==> src/rtl/cache_tag_engine.sv <==
// cache_tag_engine: set-associative tag/replacement engine for trace-driven
// cache simulation. One request in flight; FIFO or LRU replacement;
// write-back+allocate or write-through+no-allocate, chosen per request.
// Optional statistics counters are built only when CACHE_STATS_EN is defined;
// otherwise the five counter outputs are tied to 0.
//
// Handshake: a request is taken on a rising edge where req_valid && req_ready.
// req_ready is high only in IDLE; req_valid outside IDLE is ignored, never
// queued. resp_valid is a single-cycle pulse with no backpressure; resp_hit,
// resp_evict, resp_wb and resp_evict_tag hold until the next response.
module cache_tag_engine #(
  parameter int ADDR_W      = 32,
  parameter int BLOCK_BYTES = 64,
  parameter int NUM_SETS    = 16,
  parameter int ASSOC       = 4,
  parameter int CNT_W       = 16
) (
  input  logic              clk,
  input  logic              reset,
  input  logic              req_valid,
  output logic              req_ready,
  input  logic [ADDR_W-1:0] req_addr,
  input  logic              req_write,
  input  logic              replace_policy,
  input  logic              write_policy,
  output logic              resp_valid,
  output logic              resp_hit,
  output logic              resp_evict,
  output logic              resp_wb,
  output logic [ADDR_W-1:0] resp_evict_tag,
  output logic [CNT_W-1:0]  num_reads,
  output logic [CNT_W-1:0]  num_writes,
  output logic [CNT_W-1:0]  num_read_misses,
  output logic [CNT_W-1:0]  num_write_misses,
  output logic [CNT_W-1:0]  num_mem_writes,
  output logic [1:0]        state_dbg
);

  localparam int OFF_W  = $clog2(BLOCK_BYTES);
  localparam int IDX_W  = $clog2(NUM_SETS);
  localparam int IDX_WS = (IDX_W > 0) ? IDX_W : 1;
  localparam int AGE_W  = $clog2(ASSOC);
  localparam int AGE_WS = (AGE_W > 0) ? AGE_W : 1;

  typedef enum logic [1:0] {IDLE, LOOKUP, UPDATE, RESP} state_t;

  state_t state;

  // Per-line state; age 0 is the youngest line of its set.
  logic              line_valid [NUM_SETS][ASSOC];
  logic              line_dirty [NUM_SETS][ASSOC];
  logic [ADDR_W-1:0] line_tag   [NUM_SETS][ASSOC];
  logic [AGE_WS-1:0] line_age   [NUM_SETS][ASSOC];

  // Request latched at accept.
  logic [ADDR_W-1:0] r_addr;
  logic              r_write, r_rp, r_wp;

  // Lookup results registered in LOOKUP.
  logic              hit_q;
  logic [AGE_WS-1:0] hit_way_q, vic_way_q;

  logic [ADDR_W-1:0] addr_sh;
  logic [IDX_WS-1:0] r_idx;
  logic [ADDR_W-1:0] r_tag;
  logic              lk_hit, inv_found;
  logic [AGE_WS-1:0] lk_way, inv_way, old_way, vic_way;
  logic              alloc, vic_valid, vic_dirty;
  logic [AGE_WS-1:0] vic_age, hit_age;
  logic [ADDR_W-1:0] vic_tag;

  assign addr_sh   = r_addr >> OFF_W;
  assign r_idx     = IDX_WS'(addr_sh) & IDX_WS'(NUM_SETS - 1);
  assign r_tag     = r_addr >> (OFF_W + IDX_W);
  assign state_dbg = state;

  // Parallel tag compare plus victim choice: lowest invalid way, else the oldest.
  always_comb begin
    lk_hit    = 1'b0;
    lk_way    = '0;
    inv_found = 1'b0;
    inv_way   = '0;
    old_way   = '0;
    for (int w = 0; w < ASSOC; w++) begin
      if (line_valid[r_idx][w] && (line_tag[r_idx][w] == r_tag) && !lk_hit) begin
        lk_hit = 1'b1;
        lk_way = AGE_WS'(w);
      end
      if (!line_valid[r_idx][w] && !inv_found) begin
        inv_found = 1'b1;
        inv_way   = AGE_WS'(w);
      end
      if (line_valid[r_idx][w] && (line_age[r_idx][w] == AGE_WS'(ASSOC - 1)))
        old_way = AGE_WS'(w);
    end
    vic_way = inv_found ? inv_way : old_way;
  end

  // Facts about the chosen victim / hit way, used in UPDATE.
  assign alloc     = !hit_q && (!r_write || !r_wp);
  assign vic_valid = line_valid[r_idx][vic_way_q];
  assign vic_dirty = line_dirty[r_idx][vic_way_q];
  assign vic_age   = line_age[r_idx][vic_way_q];
  assign vic_tag   = line_tag[r_idx][vic_way_q];
  assign hit_age   = line_age[r_idx][hit_way_q];

  // Control FSM together with line-state updates and registered responses.
  always_ff @(posedge clk) begin
    if (reset) begin
      state          <= IDLE;
      req_ready      <= 1'b1;
      resp_valid     <= 1'b0;
      resp_hit       <= 1'b0;
      resp_evict     <= 1'b0;
      resp_wb        <= 1'b0;
      resp_evict_tag <= '0;
      r_addr         <= '0;
      r_write        <= 1'b0;
      r_rp           <= 1'b0;
      r_wp           <= 1'b0;
      hit_q          <= 1'b0;
      hit_way_q      <= '0;
      vic_way_q      <= '0;
      for (int s = 0; s < NUM_SETS; s++) begin
        for (int w = 0; w < ASSOC; w++) begin
          line_valid[s][w] <= 1'b0;
          line_dirty[s][w] <= 1'b0;
          line_tag[s][w]   <= '0;
          line_age[s][w]   <= '0;
        end
      end
    end else begin
      case (state)
        IDLE: begin
          if (req_valid) begin
            r_addr    <= req_addr;
            r_write   <= req_write;
            r_rp      <= replace_policy;
            r_wp      <= write_policy;
            req_ready <= 1'b0;
            state     <= LOOKUP;
          end
        end
        LOOKUP: begin
          hit_q     <= lk_hit;
          hit_way_q <= lk_way;
          vic_way_q <= vic_way;
          state     <= UPDATE;
        end
        UPDATE: begin
          if (hit_q) begin
            if (r_rp) begin
              for (int w = 0; w < ASSOC; w++) begin
                if (AGE_WS'(w) == hit_way_q)
                  line_age[r_idx][w] <= '0;
                else if (line_valid[r_idx][w] && (line_age[r_idx][w] < hit_age))
                  line_age[r_idx][w] <= line_age[r_idx][w] + 1'b1;
              end
            end
            if (r_write && !r_wp)
              line_dirty[r_idx][hit_way_q] <= 1'b1;
          end else if (alloc) begin
            // Lines younger than the victim age by one; an invalid victim ages them all.
            for (int w = 0; w < ASSOC; w++) begin
              if ((AGE_WS'(w) != vic_way_q) && line_valid[r_idx][w] &&
                  (!vic_valid || (line_age[r_idx][w] < vic_age)))
                line_age[r_idx][w] <= line_age[r_idx][w] + 1'b1;
            end
            line_valid[r_idx][vic_way_q] <= 1'b1;
            line_dirty[r_idx][vic_way_q] <= r_write;
            line_tag[r_idx][vic_way_q]   <= r_tag;
            line_age[r_idx][vic_way_q]   <= '0;
          end
          resp_hit       <= hit_q;
          resp_evict     <= alloc && vic_valid;
          resp_wb        <= alloc && vic_valid && vic_dirty;
          resp_evict_tag <= (alloc && vic_valid) ? vic_tag : '0;
          resp_valid     <= 1'b1;
          state          <= RESP;
        end
        RESP: begin
          resp_valid <= 1'b0;
          req_ready  <= 1'b1;
          state      <= IDLE;
        end
        default: state <= IDLE;
      endcase
    end
  end

`ifdef CACHE_STATS_EN
  function automatic logic [CNT_W-1:0] sat_inc(input logic [CNT_W-1:0] v);
    return (&v) ? v : v + 1'b1;
  endfunction

  logic mem_write_inc;
  assign mem_write_inc = (alloc && vic_valid && vic_dirty) || (r_write && r_wp);

  // Saturating statistics, updated once per request on the UPDATE edge.
  always_ff @(posedge clk) begin
    if (reset) begin
      num_reads        <= '0;
      num_writes       <= '0;
      num_read_misses  <= '0;
      num_write_misses <= '0;
      num_mem_writes   <= '0;
    end else if (state == UPDATE) begin
      if (r_write) num_writes <= sat_inc(num_writes);
      else         num_reads  <= sat_inc(num_reads);
      if (!hit_q && r_write)  num_write_misses <= sat_inc(num_write_misses);
      if (!hit_q && !r_write) num_read_misses  <= sat_inc(num_read_misses);
      if (mem_write_inc) num_mem_writes <= sat_inc(num_mem_writes);
    end
  end
`else
  assign num_reads        = '0;
  assign num_writes       = '0;
  assign num_read_misses  = '0;
  assign num_write_misses = '0;
  assign num_mem_writes   = '0;
`endif

endmodule

==> config.mk <==
export PLATFORM = sky130hd
export DESIGN_NAME = cache_tag_engine
export DESIGN_NICKNAME = d
export VERILOG_FILES = /design/src/rtl/cache_tag_engine.sv
export SDC_FILE = /design/constraint.sdc
export NUM_CORES = 2
export LEC_CHECK = 0
export CAP_MARGIN = 20
export CORE_ASPECT_RATIO = 1.4
export CORE_MARGIN = 5
export CORE_UTILIZATION = 30
export CTS_CLUSTER_DIAMETER = 120
export DETAILED_ROUTE_END_ITERATION = 8
export MAX_ROUTING_LAYER = met4
export PLACE_DENSITY = 0.57
export SKIP_LAST_GASP = 1
export SLEW_MARGIN = 0
export SYNTH_ARGS = -nofsm -noshare
export SYNTH_HDL_FRONTEND = slang
export SYNTH_SLANG_ARGS = --single-unit
==> constraint.sdc <==
create_clock -name clk -period 5.4 [get_ports clk]
set_input_delay 0.81 -clock clk [delete_from_list [all_inputs] [get_ports clk]]
set_output_delay 0.81 -clock clk [all_outputs]
set_load 0.02 [all_outputs]
# ---- Word-level counts from Yosys, hierarchy flattened
# Memories as Yosys holds them, arrays and structs flattened. A register that Yosys moved wholly into a read port is not among the register bits.
# Index checks and enable logic that the tools add are counted.
# Widths: inputs -> output; s select.
dict set report totals {
  register_bits 79
  ramBits 1664
  in_bits 38
  output_inout_bits 119
  word_cells 309
  n_memories 4
}
dict set report classes {
  n_addsub 4
  magnitude_cmp 12
  eq_ne 17
  mux 177
  bitwise_logic 22
  reduce_logical 59
}
# memory words width read_ports rd_ports_with_merged_regs wr line_no
set memory_table {}
lappend memory_table {line_tag 16 88 1 1 16 52} ;# logic [ADDR_W-1:0] line_tag [NUM_SETS][ASSOC];
lappend memory_table {line_age 16 8 1 1 16 53} ;# logic [AGE_WS-1:0] line_age [NUM_SETS][ASSOC];
lappend memory_table {line_dirty 16 4 1 1 16 51} ;# logic line_dirty [NUM_SETS][ASSOC];
lappend memory_table {line_valid 16 4 1 1 16 50} ;# logic line_valid [NUM_SETS][ASSOC];
# op count
set op_table {}
lappend op_table {{$mux 88} 2}
lappend op_table {{$eq 32x22->1} 4}
lappend op_table {{$mux 128} 1}
lappend op_table {{$mux 32} 4}
lappend op_table {{$mux 1} 116}
lappend op_table {{$reduce_or 88->1} 1}
lappend op_table {{$mux 4} 18}
lappend op_table {{$bmux 32 s2} 1}
lappend op_table {{$demux 32 s2} 1}
lappend op_table {{$mux 2} 21}
lappend op_table {{$logic_and 1x1->1} 31}
lappend op_table {{$mux 8} 3}
lappend op_table {{$or 1x1->1} 20}
lappend op_table {{$lt 2x2->1} 8}
lappend op_table {{$logic_not 1->1} 12}
lappend op_table {{$eq 2x2->1 const B} 5}
lappend op_table {{$add 2x1->2 const B} 4}
lappend op_table {{$bmux 2 s2} 2}
lappend op_table {{$pmux 2 s4} 1}
lappend op_table {{$reduce_or 4->1} 2}
lappend op_table {{$reduce_or 8->1} 1}
lappend op_table {{$ge 3x3->1 const B} 2}
lappend op_table {{$lt 3x1->1 const B} 2}
lappend op_table {{$not 2->3} 2}
lappend op_table {{14 further kinds} 27}

# ---- Logic depth before layout (Yosys ltp)
dict set report logic_depth {
  depth_word 18
  ltp_mapped 24
  ltp_nobuf 13
}

# ---- Worst setup path after synthesis
# Ideal clock, no wire load.
dict set report synth_path {
  kind {reg-to-reg}
  startpoint {register with a tool-made name}
  endpoint {memory line_age[0][0] in the netlist's numbering (enable)}
  setup_time_ns 0.253
  t_arrival_ns 4.844
  required_time_ns 5.147
  setup_slack_ns 0.303
  stages_incl_launch_ff 21
  n_path_buf 9
  synth_period_minus_slack_ns 5.097
  path_cell_list {dfxtp_1 -> buf_4 -> buf_2 -> buf_1 -> buf_1 -> buf_2 -> clkbuf_1 -> buf_1 -> clkbuf_1 -> nand2_1 -> nand3_1 -> o21ai_0 -> mux4_2 -> ha_1 -> a21oi_1 -> a222oi_1 -> o21a_1 -> nor2_1 -> nor3_1 -> buf_2 -> nor2_1}
}
# item line_no
set synth_lines {}
lappend synth_lines {{end: declaration} 53}

==> flow_summary.yaml <==
status:
  status: "finished, final reports clean"
setup_path:
  criticalPathCategory: "flip-flop to flip-flop"
  critPathSlowestCell: "dfxtp_4"
  critPathMaxFanout: 31
  worst_r2r_path_depth: 13
  cp_num_buf_inv: 4
  path_cells: "buf_12, buf_4, nand2b_1, buf_4, o22ai_1, a221oi_1, buf_4, xnor2_1, o2111ai_1, nor4_1, a41oi_1, o21ai_1, o221a_2"
  startpoint_type: "flip-flop"
  crit_family: "compound AO/OA/AOI/OAI gates"
  cp.depth: 13
  crit_arrival_ps: 5620
  critPathCaptureType: "flip-flop"
  cp_data_required_time_ps: 6140
  critPathMaxStageDelay_ps: 910
  r2r_end: "hit_q$_SDFFE_PP0N_"
  r2r_setup_slack_ps: 510
  cpMostUsedCell: "buf_4"
min_path:
  hold_depth: 2
  hold_path_class: "input pin to flip-flop"
  holdPathEnd: "resp_hit$_SDFFE_PP0P_"
  hold_path_startpoint: "reset"
cts:
  htreeDepth: 4
  post_cts_buffers: 0
  cts_root_buffer: "clkbuf_16"
  holdBufCountCts: 0
  ctsResizeCount: 0
  clk_pin_slew_ps: 60
  clk_latency_ps: 850
  cts_buffers: 168
  cts_max_path_buffers: 4
  cts.sinks: 1731
  cts_tree: "built"
power_and_ir_drop:
  p_per_area_nw_per_um2: 375
  pwr-share-clk_pct: 33.3
  p_switching_mw: 11.0
  power_mw: 35.1
  combPwrFrac_pct: 22.0
  switching_share_pct: 31.4
  power.share.sequential_pct: 44.7
  ir_worst_vdd_mv: 0.224
  power.leakage_nw: 35.3
  p_int_mw: 24.1
final_layout:
  area_growth_pct: 12.4
  final_area_sq_um: 93700
  final_cells: 9943
  nNetsFinal: 6162
  drive_gt1_share_pct: 17.3
die:
  die_w_um: 455
  coreArea_sq_um: 277000
  row_count: 229
  ios: 157
  start_util_pct: 30.0
  die_area_sq_um: 288000
  die_y_um: 634
sta:
  final.setup.tns_ps: 0
  hold_viol: 0
  fin_hold_ws_ps: 340
  setup-violations-final: 0
  min_period_ps: 4890
  slew_headroom_pct: 12.5
  clock.fmax_mhz: 205
  min_period_over_period_pct: 90.5
  report.final.slew_viol_count: 0
  skew_ps: 47.6
  rsz0062_at_grt: "no"
  worstMarginPinSlew_ps: 1310
route:
  drtIter0Drc: 7489
  detail-route-antenna-nets: 0
  routed_wl_um: 298000
  firstDrtPassIters: 6
  avgRoutedWirePerCell_um: 29.9
  drt-vias-per-instance: 5.61
  drc_errors: 0
  num_vias: 55800
logic_synthesis:
  syn_area_sq_um: 83300
  async_reset_ff_share_pct: 0
  synth_area_per_cell_sq_um: 13.2
  synth_warnings: 0
  ys_types: 81
  synth-edff-count: 1600
  synth.top_cell.area_share_pct: 57.7
  ys.flop_type: "edfxtp_1"
  ys_seq_area_share_pct: 60.8
  ys_ff_latch: 1731
  synthTopCellsByArea: "edfxtp_1, mux4_2, and3_1"
  synth_cells: 6298
  yosysTopAreaCell: "edfxtp_1"
grt:
  grt_max_degree: 321
  grt_usage_pct: 20.6
  antenna_found_initial: 16
  first_global_vias: 55400
  grt_first_pass_wirelength_um: 416000
  grt-ovfl-total: 0
placed_design:
  placed_area_sq_um: 88400
  dp_cells: 9632
  gp_congestion: 0.925
  portBuffers: 60
  dp_hpwl_um: 185000
flow_run:
  max_cap_viol_count: 0
## registers in the layout (all words and copies together), names as in the netlist, named ones only
name,flops
resp_evict_tag,22
state_dbg,2
line_dirty,64
resp_valid,1
r_addr,26
resp_wb,1
line_tag,1408
req_ready,1
line_age,128
hit_way_q,2
hit_q,1
vic_way_q,2
r_rp,1
r_wp,1
r_write,1
line_valid,64
resp_hit,1
resp_evict,1
## worst max path at each step
stage,slack [ps],end,startpoint
2_1_floorplan,300,line_age[0][0]$_SDFFCE_PN0P_,flip-flop
3_3_place_gp,670,hit_way_q[1]$_SDFFE_PP0N_,flip-flop
3_5_place_dp,610,hit_way_q[1]$_SDFFE_PP0N_,flip-flop
4_1_cts,570,hit_way_q[1]$_SDFFE_PP0N_,flip-flop
5_1_grt,320,hit_way_q[1]$_SDFFE_PP0N_,flip-flop
6_report,510,hit_q$_SDFFE_PP0N_,flip-flop
## synth_stat cells, types with 17 or more instances
cell type and number:
edfxtp_1 1600, nand3_1 35, buf_1 35, nand2b_1 20, clkbuf_1 592, a31oi_1 19
mux2_2 50, mux4_2 329, a22o_1 56, buf_4 131, and3_1 943, nor2_1 393
nor2b_1 17, a211oi_1 24, xor2_1 43, inv_1 21, buf_2 51, and2_1 313
nand2_1 357, a21o_1 17, o22ai_1 24, mux2i_1 248, o21ai_0 120, buf_6 23
a21oi_1 94, xnor2_1 98, nor3_1 222, a221oi_1 24, dfxtp_1 131, a22oi_1 68
## cell type report
| class | instances | area [sq um] |
|---|---|---|
| Timing Repair Buffer | 387 | 3560 |
| Multi-Input combinational cell | 3793 | 29400 |
| Fill cell | 27000 | 184000 |
| Clock buffer | 222 | 4610 |
| Antenna cell | 14 | 35.0 |
| Inverter | 27 | 114 |
| Tap cell | 3696 | 4620 |
| Clock inverter | 73 | 603 |
| Sequential cell | 1731 | 50700 |
## power groups by stage
| stage | sequential [mW] | clock, mW | combinational, mW |
|---|---|---|---|
| floorplan | 15.5 | 0 | 4.53 |
| global placement | 15.9 | 0 | 7.52 |
| detailed placement | 16.0 | 0 | 7.54 |
| CTS | 15.7 | 11.8 | 7.57 |
| global route | 15.7 | 12.3 | 7.93 |
| finish | 15.7 | 11.7 | 7.72 |
## metal layers
metal	vias up	track usage, %	wire length, um
li1	23100	-	-
met1	28700	23.2	104000
met2	3153	34.1	146000
met5	-	-	0
met3	861	2.86	23400
met4	0	13.8	24400
## placed cells by master (no fill, tap or decap), types with 39 or more instances in the layout
cell             instances
and3_1                 943
buf_4                  287
nand2_1                353
mux4_2                 329
mux2i_1                248
and2_1                 312
nor2_1                 380
a22oi_1                 68
nor3_1                 214
xnor2_1                 98
o21ai_2                 64
clkdlybuf4s50_1         59
a22o_1                  56
clkbuf_16              173
mux2_2                  50
conb_1                  90
xor2_1                  43
dfxtp_1                106
a21oi_1                 94
clkbuf_1                39
o21ai_0                 56
edfxtp_1              1600
## logic make-up after synthesis
family,Yosys count,synth area share (%)
fa+ha+maj,16,0.240
xor+xnor,141,1.48
mux,643,13.1
other cells,1,0.00450
simple gates,2362,15.2
buf+inv,863,4.84
compound gates,541,4.39
flops,1731,60.8
## per-stage QoR
step | worst slack [ps] | utilization (%)
global route | 324 | 33.8
detailed placement | 614 | 31.9
CTS | 566 | 33.7
floorplan | 303 | -
finish | 511 | 33.8
global placement | 667 | 31.8
Note: power is estimated with default switching activity, not from simulation.
